==> src/rtl/pipeline_ctrl_pkg.sv <==
// Shared types for the pipeline stall/flush sequencer: register address type,
// sequencer states, the per-stage control bundle and the rule that won
// arbitration in a given cycle.
package pipeline_ctrl_pkg;

  typedef logic [4:0] creg_addr_t;

  typedef enum logic [1:0] {
    RUN   = 2'd0,
    DWAIT = 2'd1,
    IDROP = 2'd2
  } ctrl_state_t;

  // Highest-priority condition active in the current cycle
  typedef enum logic [2:0] {
    RULE_RESET  = 3'd0,
    RULE_DWAIT  = 3'd1,
    RULE_IDROP  = 3'd2,
    RULE_BRANCH = 3'd3,
    RULE_LUSE   = 3'd4,
    RULE_ISTALL = 3'd5,
    RULE_RUN    = 3'd6
  } rule_t;

  typedef struct packed {
    logic en_f;
    logic en_d;
    logic en_e;
    logic en_m;
    logic en_w;
    logic flush_d;
    logic bubble_e;
  } stage_ctl_t;

  // True when a non-zero destination feeds either source register
  function automatic logic reg_conflict(input creg_addr_t rd,
                                        input creg_addr_t rs,
                                        input creg_addr_t rt);
    return (rd != 5'd0) && ((rd == rs) || (rd == rt));
  endfunction

endpackage

==> src/rtl/pipeline_ctrl_hazard_detect.sv <==
// Load-use hazard compare: a load in E whose destination is read by the
// instruction in D forces a one-cycle stall.
module hazard_detect
  import pipeline_ctrl_pkg::*;
(
  input  logic       ex_valid,
  input  logic       de_valid,
  input  logic       ex_mem_to_reg,
  input  logic [4:0] ex_rd,
  input  logic [4:0] de_rs,
  input  logic [4:0] de_rt,
  output logic       load_use
);

  assign load_use = ex_valid & de_valid & ex_mem_to_reg &
                    reg_conflict(ex_rd, de_rs, de_rt);

endmodule

==> src/rtl/pipeline_ctrl.sv <==
// Stall/flush sequencer for the 5-stage F/D/E/M/W pipeline. Produces stage
// load enables and NOP-insert strobes from bus-wait, load-use and branch
// conditions; an FSM drops wrong-path fetches and watches dbus waits.
// Optional build macro PIPE_PERF_CNT_EN adds performance counter outputs.
module pipeline_ctrl
  import pipeline_ctrl_pkg::*;
#(
  parameter int TIMEOUT_W = 8,
  parameter int PERF_W    = 32
) (
  input  logic       clk,
  input  logic       reset,
  input  logic       i_busy,
  input  logic       d_busy,
  input  logic       de_valid,
  input  logic [4:0] de_rs,
  input  logic [4:0] de_rt,
  input  logic       ex_valid,
  input  logic       ex_mem_to_reg,
  input  logic [4:0] ex_rd,
  input  logic       ex_branch_taken,
  output logic       en_f,
  output logic       en_d,
  output logic       en_e,
  output logic       en_m,
  output logic       en_w,
  output logic       flush_d,
  output logic       bubble_e,
  output logic       pc_redirect,
  output logic       fetch_discard,
  output logic       timeout_err
`ifdef PIPE_PERF_CNT_EN
  ,
  output logic [PERF_W-1:0] perf_cycles,
  output logic [PERF_W-1:0] perf_dstall,
  output logic [PERF_W-1:0] perf_istall,
  output logic [PERF_W-1:0] perf_luse,
  output logic [PERF_W-1:0] perf_flush
`endif
);

  localparam logic [TIMEOUT_W-1:0] WD_LIMIT = {TIMEOUT_W{1'b1}};

  ctrl_state_t           state_r;
  ctrl_state_t           state_next_s;
  rule_t                 rule_s;
  stage_ctl_t            ctl_s;
  logic                  pc_redirect_s;
  logic                  fetch_discard_s;
  logic                  load_use_s;
  logic [TIMEOUT_W-1:0]  wd_cnt_r;
  logic                  timeout_err_r;

  hazard_detect u_hazard_detect (
    .ex_valid      (ex_valid),
    .de_valid      (de_valid),
    .ex_mem_to_reg (ex_mem_to_reg),
    .ex_rd         (ex_rd),
    .de_rs         (de_rs),
    .de_rt         (de_rt),
    .load_use      (load_use_s)
  );

  // Pick the highest-priority condition active this cycle
  always_comb begin
    rule_s = RULE_RUN;
    if (reset) begin
      rule_s = RULE_RESET;
    end else if (d_busy) begin
      rule_s = RULE_DWAIT;
    end else if (state_r == IDROP) begin
      rule_s = RULE_IDROP;
    end else if (ex_branch_taken) begin
      rule_s = RULE_BRANCH;
    end else if (load_use_s) begin
      rule_s = RULE_LUSE;
    end else if (i_busy) begin
      rule_s = RULE_ISTALL;
    end else begin
      rule_s = RULE_RUN;
    end
  end

  // Stage controls and next state for the selected rule
  always_comb begin
    ctl_s           = '{en_f: 1'b0, en_d: 1'b0, en_e: 1'b0, en_m: 1'b0,
                        en_w: 1'b0, flush_d: 1'b0, bubble_e: 1'b0};
    pc_redirect_s   = 1'b0;
    fetch_discard_s = 1'b0;
    state_next_s    = RUN;
    case (rule_s)
      RULE_RESET: begin
        state_next_s = RUN;
      end
      RULE_DWAIT: begin
        // Everything frozen; a taken branch stays parked in E
        state_next_s = DWAIT;
      end
      RULE_IDROP: begin
        ctl_s           = '{en_f: 1'b0, en_d: 1'b0, en_e: 1'b1, en_m: 1'b1,
                            en_w: 1'b1, flush_d: 1'b0, bubble_e: 1'b1};
        fetch_discard_s = 1'b1;
        state_next_s    = i_busy ? IDROP : RUN;
      end
      RULE_BRANCH: begin
        ctl_s           = '{en_f: 1'b1, en_d: 1'b1, en_e: 1'b1, en_m: 1'b1,
                            en_w: 1'b1, flush_d: 1'b1, bubble_e: 1'b1};
        pc_redirect_s   = 1'b1;
        // An in-flight fetch belongs to the wrong path; drop it on return
        fetch_discard_s = i_busy;
        state_next_s    = i_busy ? IDROP : RUN;
      end
      RULE_LUSE, RULE_ISTALL: begin
        ctl_s = '{en_f: 1'b0, en_d: 1'b0, en_e: 1'b1, en_m: 1'b1,
                  en_w: 1'b1, flush_d: 1'b0, bubble_e: 1'b1};
      end
      RULE_RUN: begin
        ctl_s = '{en_f: 1'b1, en_d: 1'b1, en_e: 1'b1, en_m: 1'b1,
                  en_w: 1'b1, flush_d: 1'b0, bubble_e: 1'b0};
      end
      default: begin
        state_next_s = RUN;
      end
    endcase
  end

  // Sequencer state register
  always_ff @(posedge clk) begin
    if (reset) begin
      state_r <= RUN;
    end else begin
      state_r <= state_next_s;
    end
  end

  // Dbus-wait watchdog: counts consecutive busy cycles, flags a sticky error
  always_ff @(posedge clk) begin
    if (reset) begin
      wd_cnt_r      <= {TIMEOUT_W{1'b0}};
      timeout_err_r <= 1'b0;
    end else if (d_busy) begin
      if (wd_cnt_r != WD_LIMIT) begin
        wd_cnt_r <= wd_cnt_r + {{(TIMEOUT_W-1){1'b0}}, 1'b1};
      end else begin
        wd_cnt_r <= wd_cnt_r;
      end
      if (wd_cnt_r >= (WD_LIMIT - {{(TIMEOUT_W-1){1'b0}}, 1'b1})) begin
        timeout_err_r <= 1'b1;
      end else begin
        timeout_err_r <= timeout_err_r;
      end
    end else begin
      wd_cnt_r      <= {TIMEOUT_W{1'b0}};
      timeout_err_r <= timeout_err_r;
    end
  end

`ifdef PIPE_PERF_CNT_EN
  localparam logic [PERF_W-1:0] PERF_ONE = {{(PERF_W-1){1'b0}}, 1'b1};

  logic [PERF_W-1:0] perf_cycles_r;
  logic [PERF_W-1:0] perf_dstall_r;
  logic [PERF_W-1:0] perf_istall_r;
  logic [PERF_W-1:0] perf_luse_r;
  logic [PERF_W-1:0] perf_flush_r;

  // Wrapping event counters, one per stall/flush cause plus total cycles
  always_ff @(posedge clk) begin
    if (reset) begin
      perf_cycles_r <= {PERF_W{1'b0}};
      perf_dstall_r <= {PERF_W{1'b0}};
      perf_istall_r <= {PERF_W{1'b0}};
      perf_luse_r   <= {PERF_W{1'b0}};
      perf_flush_r  <= {PERF_W{1'b0}};
    end else begin
      perf_cycles_r <= perf_cycles_r + PERF_ONE;
      perf_dstall_r <= perf_dstall_r + ((rule_s == RULE_DWAIT)  ? PERF_ONE : {PERF_W{1'b0}});
      perf_istall_r <= perf_istall_r + ((rule_s == RULE_ISTALL) ? PERF_ONE : {PERF_W{1'b0}});
      perf_luse_r   <= perf_luse_r   + ((rule_s == RULE_LUSE)   ? PERF_ONE : {PERF_W{1'b0}});
      perf_flush_r  <= perf_flush_r  + ((rule_s == RULE_BRANCH) ? PERF_ONE : {PERF_W{1'b0}});
    end
  end

  assign perf_cycles = perf_cycles_r;
  assign perf_dstall = perf_dstall_r;
  assign perf_istall = perf_istall_r;
  assign perf_luse   = perf_luse_r;
  assign perf_flush  = perf_flush_r;
`endif

  assign en_f          = ctl_s.en_f;
  assign en_d          = ctl_s.en_d;
  assign en_e          = ctl_s.en_e;
  assign en_m          = ctl_s.en_m;
  assign en_w          = ctl_s.en_w;
  assign flush_d       = ctl_s.flush_d;
  assign bubble_e      = ctl_s.bubble_e;
  assign pc_redirect   = pc_redirect_s;
  assign fetch_discard = fetch_discard_s;
  assign timeout_err   = timeout_err_r;

endmodule

==> config.mk <==
export PLATFORM = sky130hd
export DESIGN_NAME = pipeline_ctrl
export DESIGN_NICKNAME = d
export VERILOG_FILES = /design/src/rtl/pipeline_ctrl_pkg.sv /design/src/rtl/pipeline_ctrl_hazard_detect.sv /design/src/rtl/pipeline_ctrl.sv
export SDC_FILE = /design/constraint.sdc
export NUM_CORES = 1
export LEC_CHECK = 0
export ABC_AREA = 1
export CAP_MARGIN = 20
export CORE_UTILIZATION = 29
export CTS_BUF_LIST = sky130_fd_sc_hd__clkbuf_2 sky130_fd_sc_hd__clkbuf_4 sky130_fd_sc_hd__clkbuf_8
export CTS_CLUSTER_SIZE = 40
export DETAILED_ROUTE_END_ITERATION = 6
export HOLD_SLACK_MARGIN = 0.06
export PLACE_DENSITY_LB_ADDON = 0.08
export RECOVER_POWER = 25
export SLEW_MARGIN = 30
export SYNTH_ARGS = -nofsm -noshare
export SYNTH_HDL_FRONTEND = slang
export SYNTH_SLANG_ARGS = --single-unit
==> constraint.sdc <==
create_clock -name clk -period 1.6 [get_ports clk]
set_input_delay 0.4 -clock clk [delete_from_list [all_inputs] [get_ports clk]]
set_output_delay 0.4 -clock clk [all_outputs]
set_load 0.01 [all_outputs]
Word-level counts from Yosys, hierarchy flattened. Cells that the tools add are included.

ROM bits: 0. Output and inout port bits: 10. Logic and storage cells: 37. Bits in registers: 11. Memories: 0. Memory bits (writable): 0. Bits of input ports: 23. Latch bits: 0.

Mux-type cells: 11. Reduce and logical (&&, ||, !) cells: 7. Equality and inequality tests: 10. Div/mod/pow operators: 0. $add $sub $neg: 1. $mul: 0. Order comparisons: 1. Bitwise operators: 4. Shift-type cells: 0.

Operator list (number): $pmux 7 s3 (1); $mux 3 (4); $eq 5x5->1 (2); $eq 3x3->1 const B (3); $add 8x1->8 const B (1); $ge 8x8->1 const B (1); $ne 8x8->1 const B (1); $eq 3x2->1 const B (2); $mux 2 (3); $reduce_bool 5->1 (1); $pmux 2 s2 (1); $reduce_or 2->1 (2); $and 1x1->1 (3); $eq 3x1->1 const B (1); $reduce_or 3->1 (1); $eq 2x2->1 const B (1); $pmux 1 s2 (1); $reduce_and 2->1 (1); $logic_and 1x1->1 (1); $logic_or 1x1->1 (1); $mux 1 (1); $not 1->1 (1).

Logic depth before layout (Yosys ltp).
Depth in word-level cells: 12. Mapped depth: 14. Depth with buffers taken out: 13.

By module. From an unflattened synthesis, not the netlist that was laid out.

Cell total of the unflattened synthesis: 143. Area, all modules: 859.6 um^2.

By module, submodules not included: pipeline_ctrl (seq. area each 220.2 um^2, cells each 98, times used 1, area an instance 663.1 um^2); hazard_detect (seq. area each 0.0 um^2, cells each 45, times used 1, area an instance 196.4 um^2).

Worst setup path after synthesis. Ideal clock, no wire load.

Kind: input -> output. Start: input port ex_rd[1]. End: output port pc_redirect. Data required time: 1.200 ns. Cell stages on the path: 14. Setup slack: -0.082 ns. Data arrival time: 1.282 ns. Path buffers: 1. Path through: inv_1 -> nand2_1 -> nand2_1 -> nor2_1 -> nand3_1 -> nand2_1 -> nand2_2 -> nand2_1 -> nand2_1 -> nand2_1 -> nand2_1 -> nand2_2 -> inv_1 -> buf_4.

Cells in the longest elaborated chain, start to end: 11. Elaborated cells on any way between the ends: 13. Those cells by class: eq/ne: 3; mux: 6; bitwise: 1; reduce/logical: 3.

RTL lines: from (decl) (RTL line pipeline_ctrl.sv:20) `input logic [4:0] ex_rd,`; $eq 5x5->1 (RTL line pipeline_ctrl_pkg.sv:39) `return (rd != 5'd0) && ((rd == rs) || (rd == rt));`; $logic_or 1x1->1 (RTL line pipeline_ctrl_pkg.sv:39); $logic_and 1x1->1 * (RTL line pipeline_ctrl_pkg.sv:39); $and 1x1->1 * (RTL line pipeline_ctrl_hazard_detect.sv:15) `assign load_use = ex_valid & de_valid & ex_mem_to_reg &`; $mux 2 * (RTL line pipeline_ctrl.sv:75) `end else if (load_use_s) begin`; $mux 3 * (RTL line pipeline_ctrl.sv:73) `end else if (ex_branch_taken) begin`; $mux 3 * (RTL line pipeline_ctrl.sv:71) `end else if (state_r == IDROP) begin`; $mux 3 * (RTL line pipeline_ctrl.sv:69) `end else if (d_busy) begin`; $mux 3 * (RTL line pipeline_ctrl.sv:67) `if (reset) begin`; $eq 3x2->1 * (RTL line pipeline_ctrl.sv:91) `case (rule_s)`; $mux 1 * (RTL line pipeline_ctrl.sv:91); to (decl) (RTL line pipeline_ctrl.sv:29) `output logic pc_redirect,`.

Every way passes the cells marked *; elsewhere a longest branch is shown, timed or not.

Final worst setup path.
Start: input port ex_rd[4]. End: output port en_d.

Cells in the longest elaborated chain, start to end: 12. Elaborated cells on any way between the ends: 18. Those cells by class: eq/ne: 7; mux: 6; bitwise: 1; reduce/logical: 4.

RTL lines: $eq 5x5->1 (RTL line pipeline_ctrl_pkg.sv:39); $logic_or 1x1->1 (RTL line pipeline_ctrl_pkg.sv:39); $logic_and 1x1->1 * (RTL line pipeline_ctrl_pkg.sv:39); $and 1x1->1 * (RTL line pipeline_ctrl_hazard_detect.sv:15); $mux 2 * (RTL line pipeline_ctrl.sv:75); $mux 3 * (RTL line pipeline_ctrl.sv:73); $mux 3 * (RTL line pipeline_ctrl.sv:71); $mux 3 * (RTL line pipeline_ctrl.sv:69); $mux 3 * (RTL line pipeline_ctrl.sv:67); $eq 3x2->1 / $eq 3x3->1 (equally long branches) (RTL line pipeline_ctrl.sv:91); $reduce_or 3->1 (no source line); $pmux 7 s3 * (RTL line pipeline_ctrl.sv:91); to (decl) (RTL line pipeline_ctrl.sv:23) `output logic en_d,`.

Marked as above.

==> metrics <==
status finished with violations; failing checks setup timing; worst reg-to-reg path cell count 9; placed cell count a little under 200; Place WS -1.16 ns; synth top area cells dfxtp_1 28%, nand2_1 16%, inv_1 14%; fill cell count approximately 270; critical path's largest stage delay 0.12 ns; Warnings, synthesis 0; FF+latch count, synth 11; GP Congestion 0.759; synthesized area 800 um2; Max VDD drop roughly 0.0005 V; chip width 54.5 um; P_sw 178 uW; final setup violation count 6; worst-path maximum fanout 3; Worst Hold Class flip-flop to flip-flop; PortBufs 32; relative slew slack 0.833; fmax about 550 MHz; RSZ-0062 raised after global routing yes; ANT nets after route 0; FF-to-FF setup slack 0.18 ns; Yosys cell types 19; Total Power 671 uW; switching share of total power 0.266; Core Util, Final 0.500; RR Startpoint wd_cnt_r[0]; Syn Area/Cell 6.06 um2; post-layout minimum cycle time 1.83 ns; hold depth 2; Net Count, Synth 157; Worst-Margin Slew 0.249 ns; drt drc 0; PnR worst setup slack -0.227 ns; CTS tree yes; R2R Path End wd_cnt_r[6]; CP Launch Type input pin; H-tree depth 1; final non-filler cell total 204; Worst Setup EP en_d; Worst Skew 0.000291 ns; Int Pwr roughly 500 uW; I/O Pins 33; Pwr per Cell Area 527 mW/mm2; Mapped Cells 132; Longest Clk Path Bufs 2; CP Capture Type output port; Final HPWL DP about 1500 um; post-synthesis sequential area ratio 0.275; Final Max Slew Viols 0; worst endpoint data arrival time 1.43 ns; Crit path required time 1.20 ns; final wirelength 1900 um; Skew-Pair Late Insertion Delay 0.26 ns; Leakage Power 0.694 nW; Synth top area share 0.275; Nets 200; first-pass GRT wire length 2950 um; die height 54.5 um; Worst setup startpoint ex_rd[4]; cell mode on critical path nand2_2; Synth area leader dfxtp_1; FP Rows 18; final hold viol count 0; hold_ws approximately 0.45 ns; clock power share 0.299; total track usage 0.133; path type of the worst setup path input pin to output port; number of global-route vias before repair between 700 and 800; ant diodes 0; Tcrit/Tclk final 1.14; vias between 900 and 1000; Via density 4.48; clk root buf clkbuf_4; WL per Instance 9.33 um; Iteration-0 DRC Markers 14; CTS Buf Count 3; antenna violations before repair 0; initial core utilization 0.314; Die ar. ~0.003 mm2; worst path cell trace buf_6 > inv_8 > nand2_2 > nand2_1 > nor2_1 > nand3_1 > nand2_1 > nand2_2 > nand2_1 > nand2_1 > nand2_2 > nand2_2 > nand2_2 > nand2_2 > buf_6; drt pass-1 iters 4; slowest cell on the critical path buf_6; total core area about 0.0025 mm2; max-cap viol count 0; area delta synth->final 59.2%; # clock sinks 11; layout cells sized above 1 0.385; largest net degree at the start of global routing 9; Comb power frac 0.281; Congestion Overflow GR 0; clk slew on worst S/H paths 0.07 ns; sequential group share of total power 0.420
stage by stage:
step | area [um2] | TNS [ns]
after floorplan | 816 | -0.114
after global placement | 1190 | -8.07
after detailed placement | 1190 | -8.40
after CTS | 1180 | -1.46
after global routing | 1270 | -1.78
final | 1270 | -1.13
critical path: cells and delay by family:
kind / cells / cell delay, ns
and+or+nand+nor: 12 / 0.77
buffers and inverters: 3 / 0.25
cell usage in the layout, fill, tap and decap left out:
master,n
buf_6,11
o2111ai_1,1
nor3b_2,1
dlygate4sd2_1,6
nand3_1,6
nor2_1,4
nand4_1,3
inv_1,25
buf_8,3
nand2_2,11
buf_4,11
nor3_1,2
buf_2,6
a21oi_2,1
o21ai_1,1
clkbuf_4,4
ha_1,2
clkdlybuf4s50_1,2
xor2_1,2
inv_4,4
dfxtp_1,11
nand2_1,27
a21oi_1,8
a211oi_1,1
clkbuf_2,3
xnor2_2,1
nor2_2,6
xnor2_1,3
inv_8,1
nand3_2,1
o21ai_0,3
inv_2,3
synthesized netlist by cell type:
| cell type | number |
|---|---|
| xor2_1 | 2 |
| nand2_2 | 4 |
| nor3_1 | 2 |
| nand2_1 | 34 |
| o2111ai_1 | 1 |
| buf_4 | 4 |
| xnor2_1 | 4 |
| o21ai_0 | 3 |
| nor2_1 | 10 |
| ha_1 | 2 |
| nor3b_2 | 1 |
| a21oi_1 | 9 |
| inv_1 | 29 |
| nand3_1 | 7 |
| o21ai_1 | 1 |
| dfxtp_1 | 11 |
| a211oi_1 | 1 |
| nand4_1 | 3 |
| inv_2 | 4 |
sequential cells by signal, summed over array words and instances, names as in the netlist:
| register | cells |
|---|---|
| wd_cnt_r | 8 |
| state_r | 2 |
| timeout_err | 1 |
cell families after synthesis:
group | synth area share
compound gates | 0.102
xor+xnor | 0.0657
fa+ha+maj | 0.0313
buf+inv | 0.192
flops | 0.275
simple gates | 0.333
routing by layer:
| metal | global-route usage | share of wire |
|---|---|---|
| met5 | 0 | 0 |
| met4 | 0.0256 | 0 |
| met3 | 0.0167 | 0.054 |
| met2 | 0.256 | 0.52 |
| met1 | 0.153 | 0.43 |
worst min path at each step:
stage | startpoint | to | slack [ns]
2_1_floorplan | wd_cnt_r[0] | wd_cnt_r[0] | 0.46
3_3_place_gp | timeout_err | timeout_err | 0.43
3_5_place_dp | timeout_err | timeout_err | 0.44
4_1_cts | timeout_err | timeout_err | 0.45
5_1_grt | timeout_err | timeout_err | 0.47
6_report | timeout_err | timeout_err | 0.45
power by group through the flow:
stage / combinational, mW / clock [mW] / sequential [mW]
after floorplan: 0.0759 / 0 / 0.287
after global placement: 0.177 / 0 / 0.288
after detailed placement: 0.179 / 0 / 0.288
after CTS: 0.163 / 0.209 / 0.282
after global routing: 0.209 / 0.220 / 0.283
final: 0.189 / 0.201 / 0.282
cell type report:
cell class              count  area, um2  area share
clock buffers               4       30.0      0.0236
inverters                  33        141       0.111
multi-input cells          84        474       0.373
flip-flops and latches     11        220       0.173
well taps                  30       37.5      0.0295
repair buffers             42        369       0.290
what timing repair did:
action                                 in CTS  in global routing
pin swaps                                  21                 20
setup endpoints to repair                   9                  9
setup buffers                               2                  1
gates resized for setup                   106                 35
hold buffers                                0                  0
endpoints found under the hold margin       0                  0
(Power assumes the default switching activity.)
